===== config.mk =====
export PLATFORM = sky130hd
export DESIGN_NAME = fetch_unit
export DESIGN_NICKNAME = d
export VERILOG_FILES = /design/src/rtl/fetch_unit.sv
export SDC_FILE = /design/constraint.sdc
export NUM_CORES = 1
export LEC_CHECK = 0
export CORE_UTILIZATION = 40
export CTS_CLUSTER_DIAMETER = 120
export DETAILED_ROUTE_END_ITERATION = 6
export PLACE_DENSITY = 0.76
export SETUP_SLACK_MARGIN = 0.2
export SLEW_MARGIN = 5
export SYNTH_ARGS = -nofsm -noshare
export SYNTH_HDL_FRONTEND = slang
export SYNTH_SLANG_ARGS = --single-unit

===== constraint.sdc =====
create_clock -name CLK_i -period 3.15 [get_ports CLK_i]
set_input_delay 0.945 -clock CLK_i [delete_from_list [all_inputs] [get_ports CLK_i]]
set_output_delay 0.945 -clock CLK_i [all_outputs]
set_load 0.05 [all_outputs]

===== src/rtl/fetch_unit.sv =====
// Instruction-fetch stage: PC register, imem read request, stall hold buffer, redirect and halt.
// Optional FETCH_PERF_EN adds fetch_count_o / redirect_count_o performance counters.
module fetch_unit #(
    parameter logic [31:0] PC_INIT = 32'h0000_0000
) (
    input  logic        CLK_i,
    input  logic        nRST_i,
    input  logic        ihit_i,
    input  logic [31:0] imemload_i,
    output logic        imemREN_o,
    output logic [31:0] imemaddr_o,
    output logic [31:0] instruction_o,
    output logic [31:0] next_imemaddr_o,
    output logic        fetch_valid_o,
    input  logic        stall_i,
    input  logic        redirect_i,
    input  logic [31:0] redirect_addr_i,
    input  logic        halt_i
`ifdef FETCH_PERF_EN
    ,
    output logic [31:0] fetch_count_o,
    output logic [31:0] redirect_count_o
`endif
);

    typedef enum logic [1:0] {
        S_FETCH  = 2'd0,
        S_HOLD   = 2'd1,
        S_HALTED = 2'd2
    } state_t;

    state_t      state_q, state_d;
    logic [31:0] pc_q, pc_d;
    logic [31:0] hold_q, hold_d;
    logic [31:0] pc_plus4;
    logic [31:0] redirect_target;
    logic        unused_addr_bits;

    assign pc_plus4         = pc_q + 32'd4;
    assign redirect_target  = {redirect_addr_i[31:2], 2'b00};
    assign unused_addr_bits = ^redirect_addr_i[1:0];

    // Address outputs come from the PC register alone, never from this cycle's handshakes.
    assign imemaddr_o      = pc_q;
    assign next_imemaddr_o = pc_plus4;

    always_ff @(posedge CLK_i) begin
        if (!nRST_i) begin
            state_q <= S_FETCH;
            pc_q    <= PC_INIT;
            hold_q  <= 32'h0;
        end else begin
            state_q <= state_d;
            pc_q    <= pc_d;
            hold_q  <= hold_d;
        end
    end

    always_comb begin
        state_d       = state_q;
        pc_d          = pc_q;
        hold_d        = hold_q;
        imemREN_o     = 1'b0;
        instruction_o = 32'h0;
        fetch_valid_o = 1'b0;

        if (nRST_i) begin
            case (state_q)
                S_FETCH: begin
                    imemREN_o     = 1'b1;
                    instruction_o = imemload_i;
                    fetch_valid_o = ihit_i & ~stall_i & ~redirect_i & ~halt_i;
                    if (ihit_i && !stall_i) begin
                        pc_d = pc_plus4;
                    end else if (ihit_i && stall_i) begin
                        hold_d  = imemload_i;
                        state_d = S_HOLD;
                    end
                end
                S_HOLD: begin
                    instruction_o = hold_q;
                    fetch_valid_o = ~stall_i & ~redirect_i & ~halt_i;
                    if (!stall_i) begin
                        pc_d    = pc_plus4;
                        state_d = S_FETCH;
                    end
                end
                default: begin
                    state_d = S_HALTED;
                end
            endcase

            // Priority: halt over redirect over the normal stall/ihit flow above.
            if (state_q != S_HALTED) begin
                if (halt_i) begin
                    pc_d    = pc_q;
                    hold_d  = hold_q;
                    state_d = S_HALTED;
                end else if (redirect_i) begin
                    pc_d    = redirect_target;
                    hold_d  = 32'h0;
                    state_d = S_FETCH;
                end
            end
        end
    end

`ifdef FETCH_PERF_EN
    logic [31:0] fetch_count_q, fetch_count_d;
    logic [31:0] redirect_count_q, redirect_count_d;
    logic        redirect_taken;

    assign redirect_taken = nRST_i & redirect_i & ~halt_i & (state_q != S_HALTED);

    always_comb begin
        fetch_count_d    = fetch_count_q;
        redirect_count_d = redirect_count_q;
        if (fetch_valid_o) begin
            fetch_count_d = fetch_count_q + 32'd1;
        end
        if (redirect_taken) begin
            redirect_count_d = redirect_count_q + 32'd1;
        end
    end

    always_ff @(posedge CLK_i) begin
        if (!nRST_i) begin
            fetch_count_q    <= 32'h0;
            redirect_count_q <= 32'h0;
        end else begin
            fetch_count_q    <= fetch_count_d;
            redirect_count_q <= redirect_count_d;
        end
    end

    assign fetch_count_o    = fetch_count_q;
    assign redirect_count_o = redirect_count_q;
`endif

endmodule


==> reports/qor.yml <==
critical_path:
  cp_cell_sequence: "nand4_4 -> buf_4 -> nor4_4 -> nand3_2 -> nor2_4 -> xor2_4 -> buf_12"
  cp.arrival_ns: 2.14
  crit_required_ns: 2.20
  max_stage_delay_ns: 0.37
  cp_top_family: "simple AND/OR/NAND/NOR gates"
  critPathKind: "flip-flop to output pin"
  startpoint_type: "flip-flop"
  slowest_stage: "dfxtp_4"
  path_buf_inv: 2
  worst-path-max-fanout: 5
  crit_path_end_kind: "output pin"
place:
  place_congestion: 0.923
  dp.cells: 832
  dp_slack_ns: -0.0863
  port_buffers: 161
  hpwl_um: 11000
global_routing:
  grt-busiest-layer: "met2"
  grtUsageMet1_pct: 36.2
  grt_antenna_before_repair: 0
  grt_first_pass_wirelength_um: 24600
  grt_max_degree: 40
  use_met2_pct: 50.9
  grt-ovfl-total: 0
  met3_usage_pct: 7.73
  grt_pass1_vias: 4929
  grt_usage_pct: 30.5
timing:
  max_slew.worst_pin.slew_ns: 1.32
  setup_slack_ns: 0.0676
  report.final.slew_viol_count: 0
  finalCriticalPeriod_ns: 3.08
  setup_viol: 0
  relSlewSlack_pct: 12.0
  setup_tns_ns: 0
  fmax_mhz: 324
  rsz0062_at_grt: "yes"
  hold_viol: 0
  finalCritPeriodShare_pct: 97.9
  skew_ns: 0.0136
job:
  max-cap-violations: 0
layout:
  nets: 825
  layout.cells.non_filler: 892
  antennaDiodeCount: 0
  drive_gt1_share_pct: 35.6
  area_growth_pct: 87.9
  n_fill_cell: 664
synth:
  async_flop_share_pct: 0
  synth_adder_area_share_pct: 0.308
  yosys.area_share.simple_pct: 29.6
  syn_area_um2: 4070
  synth.most_common_cell: "nand2_1"
  syn_avg_cell_area_um2: 7.45
  syn_inst: 546
  yosysSeqAreaShare_pct: 31.5
  synth_mux_area_share_pct: 8.40
  synth_compound_area_share_pct: 17.9
  netlist.area_leader.share_pct: 31.5
  synth_flop_cell: "dfxtp_1"
  synth_common_cells: "nand2_1 (96), dfxtp_1 (64), nor2_1 (54), a21oi_1 (43), mux2i_1 (33)"
  synth-xor-area-share_pct: 6.25
  synth_edf_count: 0
  synth_top_family_by_area: "simple AND/OR/NAND/NOR gates"
  synth_cell_types: 56
  ys_ff_latch: 64
  yosysWarnings: 0
  synth_area_leader_cell: "dfxtp_1"
  netlist_top_cells_area: "dfxtp_1 (32%), nand2_1 (8.9%), mux2i_1 (8.1%), a21oi_1 (5.3%), nor2_1 (5.0%)"
clock_network:
  cts-root-buf: "clkbuf_8"
  cts_tree: "built"
  clk_latency_ns: 0.35
  path_clk_slew_ns: 0.09
  clockBufferDepth: 2
  cts_sinks: 64
  numCtsBuffers: 9
  cts_max_level: 3
  cts-hold-fix-buffers: 0
die:
  die_area_um2: 10600
  num_rows: 36
  die_w_um: 103
  die_y_um: 103
  start_util_pct: 41.4
  core_area_um2: 9820
  pin_count: 168
drt:
  dr.pass1.iters: 6
  viasPerCell: 6.02
  routed_wl_um: 17600
  vias: 5366
  remaining_drc_errors: 0
  route.detailed.wl_per_inst_um: 19.7
  first_iter_violations: 491
  postRouteAntennaNets: 0
min_path:
  hold_path_class: "flip-flop to flip-flop"
power:
  ir_drop_uv: 246
  p_per_area_nw_per_um2: 349
  p_leak_nw: 2.94
run_status:
  status: "complete, no violations"
-- state kept, by name, summed over array words and instances, names as in the netlist --
signal / count
state_q: 2
imemaddr_o: 30
hold_q: 32
-- worst min-delay path, cell delays in order (launching register included) --
cell and delay, ns:
dfxtp_1 0.31, nand2_1 0.05, a21oi_1 0.05
-- layout by cell type (no fill, tap or decap), types with 4 or more instances in the layout --
cell,instances
a221oi_1,4
xnor2_1,5
nor2_1,15
conb_1,4
nand4_1,13
o21ai_0,13
clkdlybuf4s50_1,95
o22ai_1,8
o211ai_1,6
nor3_1,10
xor2_2,7
xnor2_2,8
dfxtp_4,20
a211oi_1,5
mux2i_1,33
nand2_1,93
nor2_4,5
dfxtp_1,42
xnor2_4,4
nor4_4,4
or4_1,5
a22oi_1,5
o221ai_1,7
nor4_1,4
a31oi_1,6
a21oi_1,43
nor3_4,4
clkbuf_8,10
nand3_1,17
buf_4,78
and3_1,11
buf_6,5
inv_1,10
nor2_2,34
buf_12,56
-- final timing paths --
check	from	end	slack [ns]	depth (start not counted)
worst max-delay path	imemaddr_o[10]	next_imemaddr_o[31]	0.07	7
worst min-delay path	hold_q[21]	hold_q[21]	0.46	2
worst max register to register	state_q[0]	imemaddr_o[17]	0.81	5
worst min register to register	hold_q[21]	hold_q[21]	0.46	2
-- per-stage QoR --
step	area, um2	total power (W)	utilization [%]	hold slack (ns)
6_report	7640	0.00267	77.8	0.455
5_1_grt	7640	0.00275	77.8	0.475
4_1_cts	7360	0.00263	75.0	0.460
3_5_place_dp	6790	0.00189	69.2	0.449
3_3_place_gp	6790	0.00188	69.2	0.442
2_1_floorplan	4400	0.00145	-	0.436
-- kinds of logic after synthesis --
group	Yosys count
xor+xnor	29
mux	34
buf+inv	57
fa+ha+maj	1
other cells	1
compound gates	114
simple gates	246
flops	64
-- area by class of cell --
cell class	instances	area (um2)	share of cell area [%]
clock inverter	4	26.3	0.344
tap	133	166	2.18
timing repair buffer	241	2800	36.7
inverter	10	37.5	0.491
multi-input combinational	428	3080	40.3
sequential	64	1360	17.8
clock buffer	12	166	2.18
-- what timing repair did --
action | in CTS | in global routing
endpoints found under the setup margin | 53 | 32
pin swaps | 12 | 18
resized for setup | 60 | 34
gates cloned | 1 | 0
buffers inserted | 21 | 22
-- power by group --
part           switching [W]  internal [W]  leakage, nW
sequential         0.0000611      0.000845        0.536
combinational       0.000598      0.000454         2.31
clock               0.000354      0.000354       0.0975
-- metal layers --
| layer | up-vias | share of wire, % |
|---|---|---|
| met1 | 2448 | 36 |
| met5 | - | 0 |
| met4 | 0 | 5.1 |
| met3 | 114 | 12 |
| li1 | 2354 | - |
| met2 | 450 | 47 |
Note: power is estimated with default switching activity, not from simulation.
